## config.mk

```make
export PLATFORM = sky130hd
export DESIGN_NAME = ext_int_controller
export DESIGN_NICKNAME = d
export VERILOG_FILES = /design/src/rtl/ext_int_controller_pkg.sv /design/src/rtl/ext_int_controller_sync.sv /design/src/rtl/ext_int_controller.sv
export SDC_FILE = /design/constraint.sdc
export NUM_CORES = 1
export LEC_CHECK = 0
export CORE_MARGIN = 5
export CORE_UTILIZATION = 50
export DETAILED_ROUTE_END_ITERATION = 8
export GPL_TIMING_DRIVEN = 0
export PLACE_DENSITY = 0.84
export SLEW_MARGIN = 5
export SYNTH_ARGS = -nofsm -noshare
export SYNTH_HDL_FRONTEND = slang
export SYNTH_SLANG_ARGS = --single-unit
```

## constraint.sdc

```tcl
create_clock -name Sys_Clock -period 2.35 [get_ports Sys_Clock]
set_input_delay 0.235 -clock Sys_Clock [delete_from_list [all_inputs] [get_ports Sys_Clock]]
set_output_delay 0.235 -clock Sys_Clock [all_outputs]
set_load 0.03 [all_outputs]
```

## src/rtl/ext_int_controller_pkg.sv

```systemverilog
// Shared types, constants and helpers for the external interrupt controller.
package ext_int_controller_pkg;

  localparam logic TRUE  = 1'b1;
  localparam logic FALSE = 1'b0;

  // Gray-coded so every legal transition flips one bit and the REQ decode cannot glitch.
  typedef enum logic [1:0] {
    ST_IDLE  = 2'b00,
    ST_SETUP = 2'b01,
    ST_REQ   = 2'b11,
    ST_GAP   = 2'b10
  } state_t;

  function automatic int calcIdW(input int numSrc);
    return (numSrc <= 2) ? 1 : $clog2(numSrc);
  endfunction

endpackage

```

## src/rtl/ext_int_controller_sync.sv

```systemverilog
// Two-flop synchronizer for one asynchronous level into the Sys_Clock domain.
module ext_int_controller_sync (
  input  logic Sys_Clock,
  input  logic Sys_Reset,
  input  logic i_async,
  output logic o_sync
);

  logic r_meta;
  logic r_sync;

  always_ff @(posedge Sys_Clock or negedge Sys_Reset) begin
    if (!Sys_Reset) begin
      r_meta <= 1'b0;
      r_sync <= 1'b0;
    end else begin
      r_meta <= i_async;
      r_sync <= r_meta;
    end
  end

  assign o_sync = r_sync;

endmodule

```

## src/rtl/ext_int_controller.sv

```systemverilog
// External interrupt controller: latches source edges, arbitrates by fixed priority and
// hands one ID at a time to the core with setup/gap timing and a toggle acknowledge.
module ext_int_controller
  import ext_int_controller_pkg::*;
#(
  parameter int NUM_SRC   = 2,
  parameter int ID_W      = calcIdW(NUM_SRC),
  parameter int SETUP_CYC = 3,
  parameter int GAP_CYC   = 3
) (
  input  logic                Sys_Clock,
  input  logic                Sys_Reset,
  input  logic [NUM_SRC-1:0]  Src_Irq,
  input  logic                Cfg_We,
  input  logic [NUM_SRC-1:0]  Cfg_Mask,
  input  logic                EIC_IntAck,
  output logic                EIC_IntReq,
  output logic [ID_W-1:0]     EIC_IntId,
  output logic [NUM_SRC-1:0]  Pending,
  output logic                Busy,
  output logic                Err_SpurAck
);

  localparam int MAX_CYC = (SETUP_CYC > GAP_CYC) ? SETUP_CYC : GAP_CYC;
  localparam int CNT_W   = $clog2(MAX_CYC) + 1;
  localparam logic [CNT_W-1:0] SETUP_LOAD = CNT_W'(SETUP_CYC - 1);
  localparam logic [CNT_W-1:0] GAP_LOAD   = CNT_W'(GAP_CYC - 1);

  state_t             r_state;
  state_t             w_nextState;
  logic [CNT_W-1:0]   r_cnt;
  logic [ID_W-1:0]    r_curId;
  logic               r_reEdge;
  logic [NUM_SRC-1:0] w_srcSync;
  logic [NUM_SRC-1:0] r_srcLast;
  logic [NUM_SRC-1:0] w_srcEdge;
  logic [NUM_SRC-1:0] r_pending;
  logic [NUM_SRC-1:0] r_mask;
  logic [NUM_SRC-1:0] w_cand;
  logic [NUM_SRC-1:0] w_clr;
  logic               w_ackSync;
  logic               r_ackLast;
  logic               w_ackTgl;
  logic               w_ackAccept;
  logic               w_intReq;
  logic               w_busy;
  logic               w_spurAck;

  function automatic logic [ID_W-1:0] prioEnc(input logic [NUM_SRC-1:0] vec);
    logic [ID_W-1:0] result;
    result = '0;
    for (int i = NUM_SRC - 1; i >= 0; i--) begin
      if (vec[i]) result = ID_W'(i);
    end
    return result;
  endfunction

  for (genvar g = 0; g < NUM_SRC; g++) begin : gSrcSync
    ext_int_controller_sync uSrcSync (
      .Sys_Clock (Sys_Clock),
      .Sys_Reset (Sys_Reset),
      .i_async   (Src_Irq[g]),
      .o_sync    (w_srcSync[g])
    );
  end

  ext_int_controller_sync uAckSync (
    .Sys_Clock (Sys_Clock),
    .Sys_Reset (Sys_Reset),
    .i_async   (EIC_IntAck),
    .o_sync    (w_ackSync)
  );

  assign w_srcEdge   = w_srcSync & ~r_srcLast;
  assign w_ackTgl    = w_ackSync ^ r_ackLast;
  assign w_cand      = r_pending & r_mask;
  assign w_ackAccept = (r_state == ST_REQ) && w_ackTgl;
  // A re-edge of the presented source since selection keeps its pending bit alive.
  assign w_clr       = (w_ackAccept && !r_reEdge) ? (NUM_SRC'(1) << r_curId) : '0;

  always_ff @(posedge Sys_Clock or negedge Sys_Reset) begin
    if (!Sys_Reset) begin
      r_srcLast <= '0;
      r_ackLast <= 1'b0;
      r_pending <= '0;
      r_mask    <= '1;
    end else begin
      r_srcLast <= w_srcSync;
      r_ackLast <= w_ackSync;
      r_pending <= (r_pending & ~w_clr) | w_srcEdge;
      if (Cfg_We) r_mask <= Cfg_Mask;
    end
  end

  always_ff @(posedge Sys_Clock or negedge Sys_Reset) begin
    if (!Sys_Reset) begin
      r_state  <= ST_IDLE;
      r_cnt    <= '0;
      r_curId  <= '0;
      r_reEdge <= 1'b0;
    end else begin
      r_state <= w_nextState;
      case (r_state)
        ST_IDLE: begin
          if (w_nextState == ST_SETUP) begin
            r_curId  <= prioEnc(w_cand);
            r_cnt    <= SETUP_LOAD;
            r_reEdge <= 1'b0;
          end
        end
        ST_SETUP: begin
          if (r_cnt != '0) r_cnt <= r_cnt - CNT_W'(1);
          if (w_srcEdge[r_curId]) r_reEdge <= 1'b1;
        end
        ST_REQ: begin
          if (w_ackAccept) r_cnt <= GAP_LOAD;
          if (w_srcEdge[r_curId]) r_reEdge <= 1'b1;
        end
        ST_GAP: begin
          if (r_cnt != '0) r_cnt <= r_cnt - CNT_W'(1);
        end
        default: ;
      endcase
    end
  end

  always_comb begin
    w_nextState = r_state;
    case (r_state)
      ST_IDLE:  if (w_cand != '0) w_nextState = ST_SETUP;
      ST_SETUP: if (r_cnt == '0)  w_nextState = ST_REQ;
      ST_REQ:   if (w_ackTgl)     w_nextState = ST_GAP;
      ST_GAP:   if (r_cnt == '0)  w_nextState = ST_IDLE;
      default:  w_nextState = ST_IDLE;
    endcase
  end

  always_comb begin
    w_intReq  = FALSE;
    w_busy    = TRUE;
    w_spurAck = FALSE;
    case (r_state)
      ST_IDLE: begin
        w_busy    = FALSE;
        w_spurAck = w_ackTgl;
      end
      ST_SETUP, ST_GAP: w_spurAck = w_ackTgl;
      ST_REQ:           w_intReq  = TRUE;
      default: ;
    endcase
  end

  assign EIC_IntReq  = w_intReq;
  assign EIC_IntId   = r_curId;
  assign Pending     = r_pending;
  assign Busy        = w_busy;
  assign Err_SpurAck = w_spurAck;

endmodule
```

After elaboration in Yosys (flattened, before gate mapping)
Index checks and enable logic that the tools add are counted.
{"block": "classes", "n_bitwise": 7, "n_reduce_logical": 14, "addsub": 1, "muxes": 20, "shift": 1, "n_lt_le_gt_ge": 1, "eq_ne": 8}
{"cell": "2-to-1 mux 2 bit", "n": 5}
{"cell": "2-to-1 mux 1 bit", "n": 9}
{"cell": "2-to-1 mux 3 bit", "n": 3}
{"cell": "case mux 3 bit (3 select lines)", "n": 1}
{"cell": "case mux 2 bit (4 select lines)", "n": 1}
{"cell": "AND 2 bit", "n": 3}
{"cell": "AND reduction 3 bit", "n": 2}
{"cell": "equality test 2 x 1 -> 1 bit (second input constant)", "n": 2}
{"cell": "equality test 2 bit (second input constant)", "n": 2}
{"cell": "inequality test 2 x 1 -> 1 bit (second input constant)", "n": 2}
{"cell": "inequality test 2 bit (second input constant)", "n": 2}
{"cell": "NOT 2 bit", "n": 2}
{"cell": "nonzero test 2 bit", "n": 2}
{"cell": "OR reduction 2 bit", "n": 2}
{"cell": "zero test 3 bit", "n": 1}
{"cell": "nonzero test 3 bit", "n": 1}
{"cell": "OR reduction 3 bit", "n": 1}
{"cell": "subtractor 3 x 1 -> 3 bit (second input constant)", "n": 1}
{"cell": "logical AND 1 bit", "n": 2}
{"cell": "zero test 2 bit", "n": 1}
{"cell": "< comparator 1 x 2 -> 1 bit (second input constant)", "n": 1}
{"cell": "bitwise OR 2 bit", "n": 1}
{"cell": "case mux 1 bit (2 select lines)", "n": 1}
{"cell": "AND reduction 2 bit", "n": 1}
{"cell": "other kinds (3)", "n": 3}
{"block": "word_totals", "out_inout_bits": 6, "regBits": 20, "inputBits": 8}

Logic depth before layout (Yosys ltp)
{"block": "depth", "word_depth": 7, "ltp_mapped": 9}

Cells and area by module
Synthesis repeated with hierarchy kept, for this count alone.
{"block": "unflattened", "hier_cells": 91, "area_unflattened_um2": 1016.0}
{"module": "ext_int_controller", "seq_area_each_um2": 352.8, "cells_per_inst": 85, "n_inst": 1, "area_per_inst_um2": 865.8}
{"module": "ext_int_controller_sync", "seq_area_each_um2": 50.0, "cells_per_inst": 2, "n_inst": 3, "area_per_inst_um2": 50.0}

Worst setup path after synthesis
Ideal clock, no wire load.
{"block": "synth_path", "kind": "register to register", "start": "register r_cnt[0]", "end": "register r_cnt[1]", "t_required_ns": 2.227, "setup_time_ns": 0.123, "path_slack_ns": 0.476, "arrival_time_ns": 1.751, "path_stages_with_launch": 10, "path_buffers": 1, "period_less_slack_ns": 1.874, "path_cell_list": "dfrtp_1 -> inv_1 -> ha_1 -> ha_1 -> buf_6 -> mux2i_1 -> o22a_2 -> inv_2 -> o31a_1 -> o221a_1"}
{"block": "synth_between", "elab_chain_cells": 6, "word_cells_on_any_way": 12, "classes_between": "1 x add/sub; 3 x eq/ne; 5 x mux; 3 x reduce/logical"}
{"element": "start, declared", "line_no": "ext_int_controller.sv:31", "rtl": "logic [CNT_W-1:0] r_cnt;"}
{"element": "start signal, assigned", "line_no": "ext_int_controller.sv:112", "rtl": "if (r_cnt != '0) r_cnt <= r_cnt - CNT_W'(1);"}
{"element": "start signal, assigned", "line_no": "ext_int_controller.sv:120", "rtl": "if (r_cnt != '0) r_cnt <= r_cnt - CNT_W'(1);"}
{"element": "zero test 3 bit *", "line_no": "ext_int_controller.sv:131, ext_int_controller.sv:133"}
{"element": "2-to-1 mux 2 bit, on equally long branches", "line_no": "ext_int_controller.sv:133, ext_int_controller.sv:131"}
{"element": "case mux 2 bit (4 select lines) *", "line_no": "ext_int_controller.sv:129", "rtl": "case (r_state)"}
{"element": "named net w_nextState[1]", "line_no": "ext_int_controller.sv:30", "rtl": "state_t w_nextState;"}
{"element": "equality test 2 x 1 -> 1 bit *", "line_no": "ext_int_controller.sv:105", "rtl": "if (w_nextState == ST_SETUP) begin"}
{"element": "inequality test 2 bit (no source line) *"}
{"element": "AND reduction 3 bit (no source line) *"}
Mark *: on every way through the listed nets, which the timed path passes. The rest lies on a longest branch. The select of a mux whose other input is x is not followed.
A chain may end at the register's enable or synchronous reset.

Final worst setup path
{"block": "layout_path", "start": "register r_state[0]", "end": "output Err_SpurAck"}
{"block": "layout_between", "elab_chain_cells": 3, "word_cells_on_any_way": 5, "classes_between": "2 x eq/ne; 1 x mux; 2 x reduce/logical"}
{"element": "start, declared", "line_no": "ext_int_controller.sv:29", "rtl": "state_t r_state;"}
{"element": "start signal, assigned", "line_no": "ext_int_controller.sv:102", "rtl": "r_state <= w_nextState;"}
{"element": "equality test 2 x 1 -> 1 bit (tied with other cells)", "line_no": "ext_int_controller.sv:142", "rtl": "case (r_state)"}
{"element": "OR reduction 3 bit (no source line) *"}
{"element": "2-to-1 mux 1 bit *", "line_no": "ext_int_controller.sv:142"}
{"element": "end, declared", "line_no": "ext_int_controller.sv:21", "rtl": "output logic Err_SpurAck"}
Every way passes the cells marked *; elsewhere a longest branch is shown, timed or not.

==> summary.md <==
| Metric | Value |
|---|---|
| Startpoint types | register |
| RSZ-0062 raised after global routing | false |
| CTS max path bufs | 2 |
| Clk root buf | clkbuf_4 |
| CP Depth | 3 |
| Post-synthesis sequential area ratio | 49.5% |
| Antenna viol nets, final | 0 |
| Die Y | 55.1 um |
| Maximum vdd drop | 760 uV |
| Row cnt | 16 |
| Area contributors post-synth | dfrtp_1, ha_1, dfstp_2 |
| Total negative slack | 0 ns |
| Crit share post-route | 93.5% |
| Dpl ws | 0.353 ns |
| Fmax achieved | 0.455 GHz |
| Hold Crit Depth | 1 |
| Post-CTS sizing | 0 |
| Crit-path leading delay family | buffers and inverters |
| Synth cell types | 38 |
| Core area | 0.00194 sq mm |
| Setup Viol. Count Final | 0 |
| Async S/R FF share, synth | 100% |
| Share of Yosys cell area claimed by the top area cell type | 44.3% |
| Crit path capture type | primary output |
| Area Overhead vs Synth | 21.3% |
| Leak | 0.537 nW |
| Avg Inst Size Synth | 11.2 sq um |
| DRT Wirelength | 1970 um |
| Vias in the first global route | 733 |
| Initial antenna violation count | 0 |
| Clk slew on worst S/H paths | 0.11 ns |
| Ratio of cells with drive above 1 in the final layout | 14.8% |
| HP Class | in -> reg |
| Period minus WS final | 2.20 ns |
| Commonest cells post-synth | dfrtp_1, inv_1, ha_1, nand2_1 |
| CTS tree | yes |
| Diode count | 0 |
| Avg WL per Cell | 14.6 um |
| Mapped Nets | 106 |
| Hold slack | 0.357 ns |
| IO Pins | 14 |
| DR vias/cell | 5.63 |
| Worst EP arrival | 1.96 ns |
| WS Path Type | reg -> out |
| Vias | 760 |
| Fin Clk Skew | 0.00395 ns |
| Dominant synthesized flop cell | dfrtp_1 |
| Register-to-Register Path Depth | 9 |
| Clock sinks | 20 |
| Die area | 0.00303 sq mm |
| TritonCTS Buffers | 3 |
| Die Span X | 55.1 um |
| Number of synthesized flops with an enable pin | 0 |
| Final max-slew violation count | 0 |
| Max stage delay on crit path | 0.69 ns |
| Skew-Pair Late Insertion Delay | 0.31 ns |
| Fin. Hold Viols | 0 |
| Placed cell areas | 0.00118 sq mm |
| Outcome | finished clean |
| Reg2Reg Setup Slack | 0.34 ns |
| Seq cells post-synth | 20 |
| Largest net degree at the start of global routing | 21 |
| Port Buffers | 13 |
| Setup bufs post-CTS | 0 |
| # nets final | 124 |
| Initial Util | 52.3% |
| Post-synthesis instance total | 91 |
| CP max stage cell | clkdlybuf4s50_1 |
| Drt first pass iters | 4 |
| Post-route DRC violation count | 0 |
| Placed Cells | 131 |
| Cell Area, Synth | 0.00102 sq mm |
| Drt first-iter violations | 15 |
| Crit path cell chain | ha_1, nor2_1, clkdlybuf4s50_1 |
| Crit path buf inv count | 1 |
| Leading area contributor after synthesis | dfrtp_1 |
| Final core occ | 63.5% |
| Final HPWL DP | 1460 um |
| # H-tree levels | 1 |
| Rel. slew slack | 44.4% |
| Non-filler cells, final | 135 |
| Power consumption | 1.49 mW |
| Final WS setup | 0.153 ns |
| MaxCap Viol Count | 0 |
| First-pass GRT wire length | 3280 um |
| Pwr Density | 1210 mW/mm^2 |
| Worst Max-Slew Pin Slew | 0.831 ns |
| Cell area after layout | 0.00123 sq mm |
| CTS hold repair buffers | 0 |
| Req. time, crit path | 2.12 ns |
| YS warnings | 0 |
| GRT Total Usage | 15.5% |
| Count leader, synth | dfrtp_1 |
| CP Max Fanout | 9 |
| Gp weighted congestion | 0.814 |
| GR Overflow Total | 0 |
logic make-up after synthesis:
group,synth area share (%)
AOI/OAI and AO/OA,17.0
xor gates and xnor gates,0.862
adders and majority gates,8.62
buffers and inverters,5.17
DFF,49.5
muxes,5.17
and+or+nand+nor,13.7
worst register-to-register path: stages, from the launching register on:
cell	delay [ns]
dfrtp_1	0.38
inv_1	0.06
ha_1	0.19
ha_1	0.18
buf_6	0.13
mux2i_1	0.14
o22a_2	0.20
inv_2	0.06
o31a_1	0.33
o221a_1	0.24
power breakdown:
group          switching (mW)  internal (mW)  leakage, nW  total [mW]
Combinational           0.399          0.322        0.280       0.721
Sequential             0.0737          0.417        0.229       0.491
Clock                   0.106          0.173       0.0279       0.279
path summary, 6_finish.rpt:
check	from	endpoint
max in group asynchronous	Sys_Reset	r_reEdge$_DFFE_PN0P_
setup / recovery	r_state[0]$_DFF_PN0_	Err_SpurAck
hold / removal	Src_Irq[0]	gSrcSync[0].uSrcSync.r_meta$_DFF_PN0_
setup reg to reg	r_cnt[0]$_DFFE_PN0P_	r_cnt[1]$_DFFE_PN0P_
hold reg to reg	uAckSync.r_meta$_DFF_PN0_	uAckSync.o_sync$_DFF_PN0_
min in group asynchronous	Sys_Reset	EIC_IntId$_DFFE_PN0P_
registers in the layout, indices dropped and copies added (netlist names):
name,cells
Pending,2
r_cnt,3
gSrcSync.uSrcSync.r_meta,2
r_mask,2
r_ackLast,1
uAckSync.o_sync,1
EIC_IntId,1
uAckSync.r_meta,1
r_srcLast,2
gSrcSync.uSrcSync.o_sync,2
r_reEdge,1
r_state,2
cells in the final DEF, fill, tap and decap left out, types with 2 or more instances in the layout:
cell	netlist	layout
o211ai_1	2	2
inv_1	10	10
nor2_1	4	4
clkbuf_4	0	3
dfrtp_1	18	18
nand3b_1	3	3
ha_1	7	7
nand2_1	5	5
o21ai_0	2	2
mux2_2	2	2
dfstp_2	2	2
o311ai_0	2	2
nand4_1	2	2
nand3_1	4	4
clkdlybuf4s50_1	0	13
mux2i_1	3	3
o41ai_1	2	2
layout make-up:
type	count	area, sq um
Clock buffer	3	22.5
Inverter	11	41.3
Fill cell	161	709
Sequential cell	20	503
Clock inverter	1	30.0
Multi-Input combinational cell	59	460
Tap cell	27	33.8
Buffer	1	11.3
Timing Repair Buffer	13	130
metal layers:
layer / vias to the layer above / share of wire (%) / wire length, um / track usage [%]
met2: 16 / 51 / 1000 / 25.8
li1: 365 / - / - / -
met1: 374 / 42 / 824 / 18.7
met5: - / 0 / 0 / 0
met4: 0 / 1.8 / 36 / 8.91
met3: 5 / 5.3 / 105 / 2.95
Power figures use the tool's default switching activity.
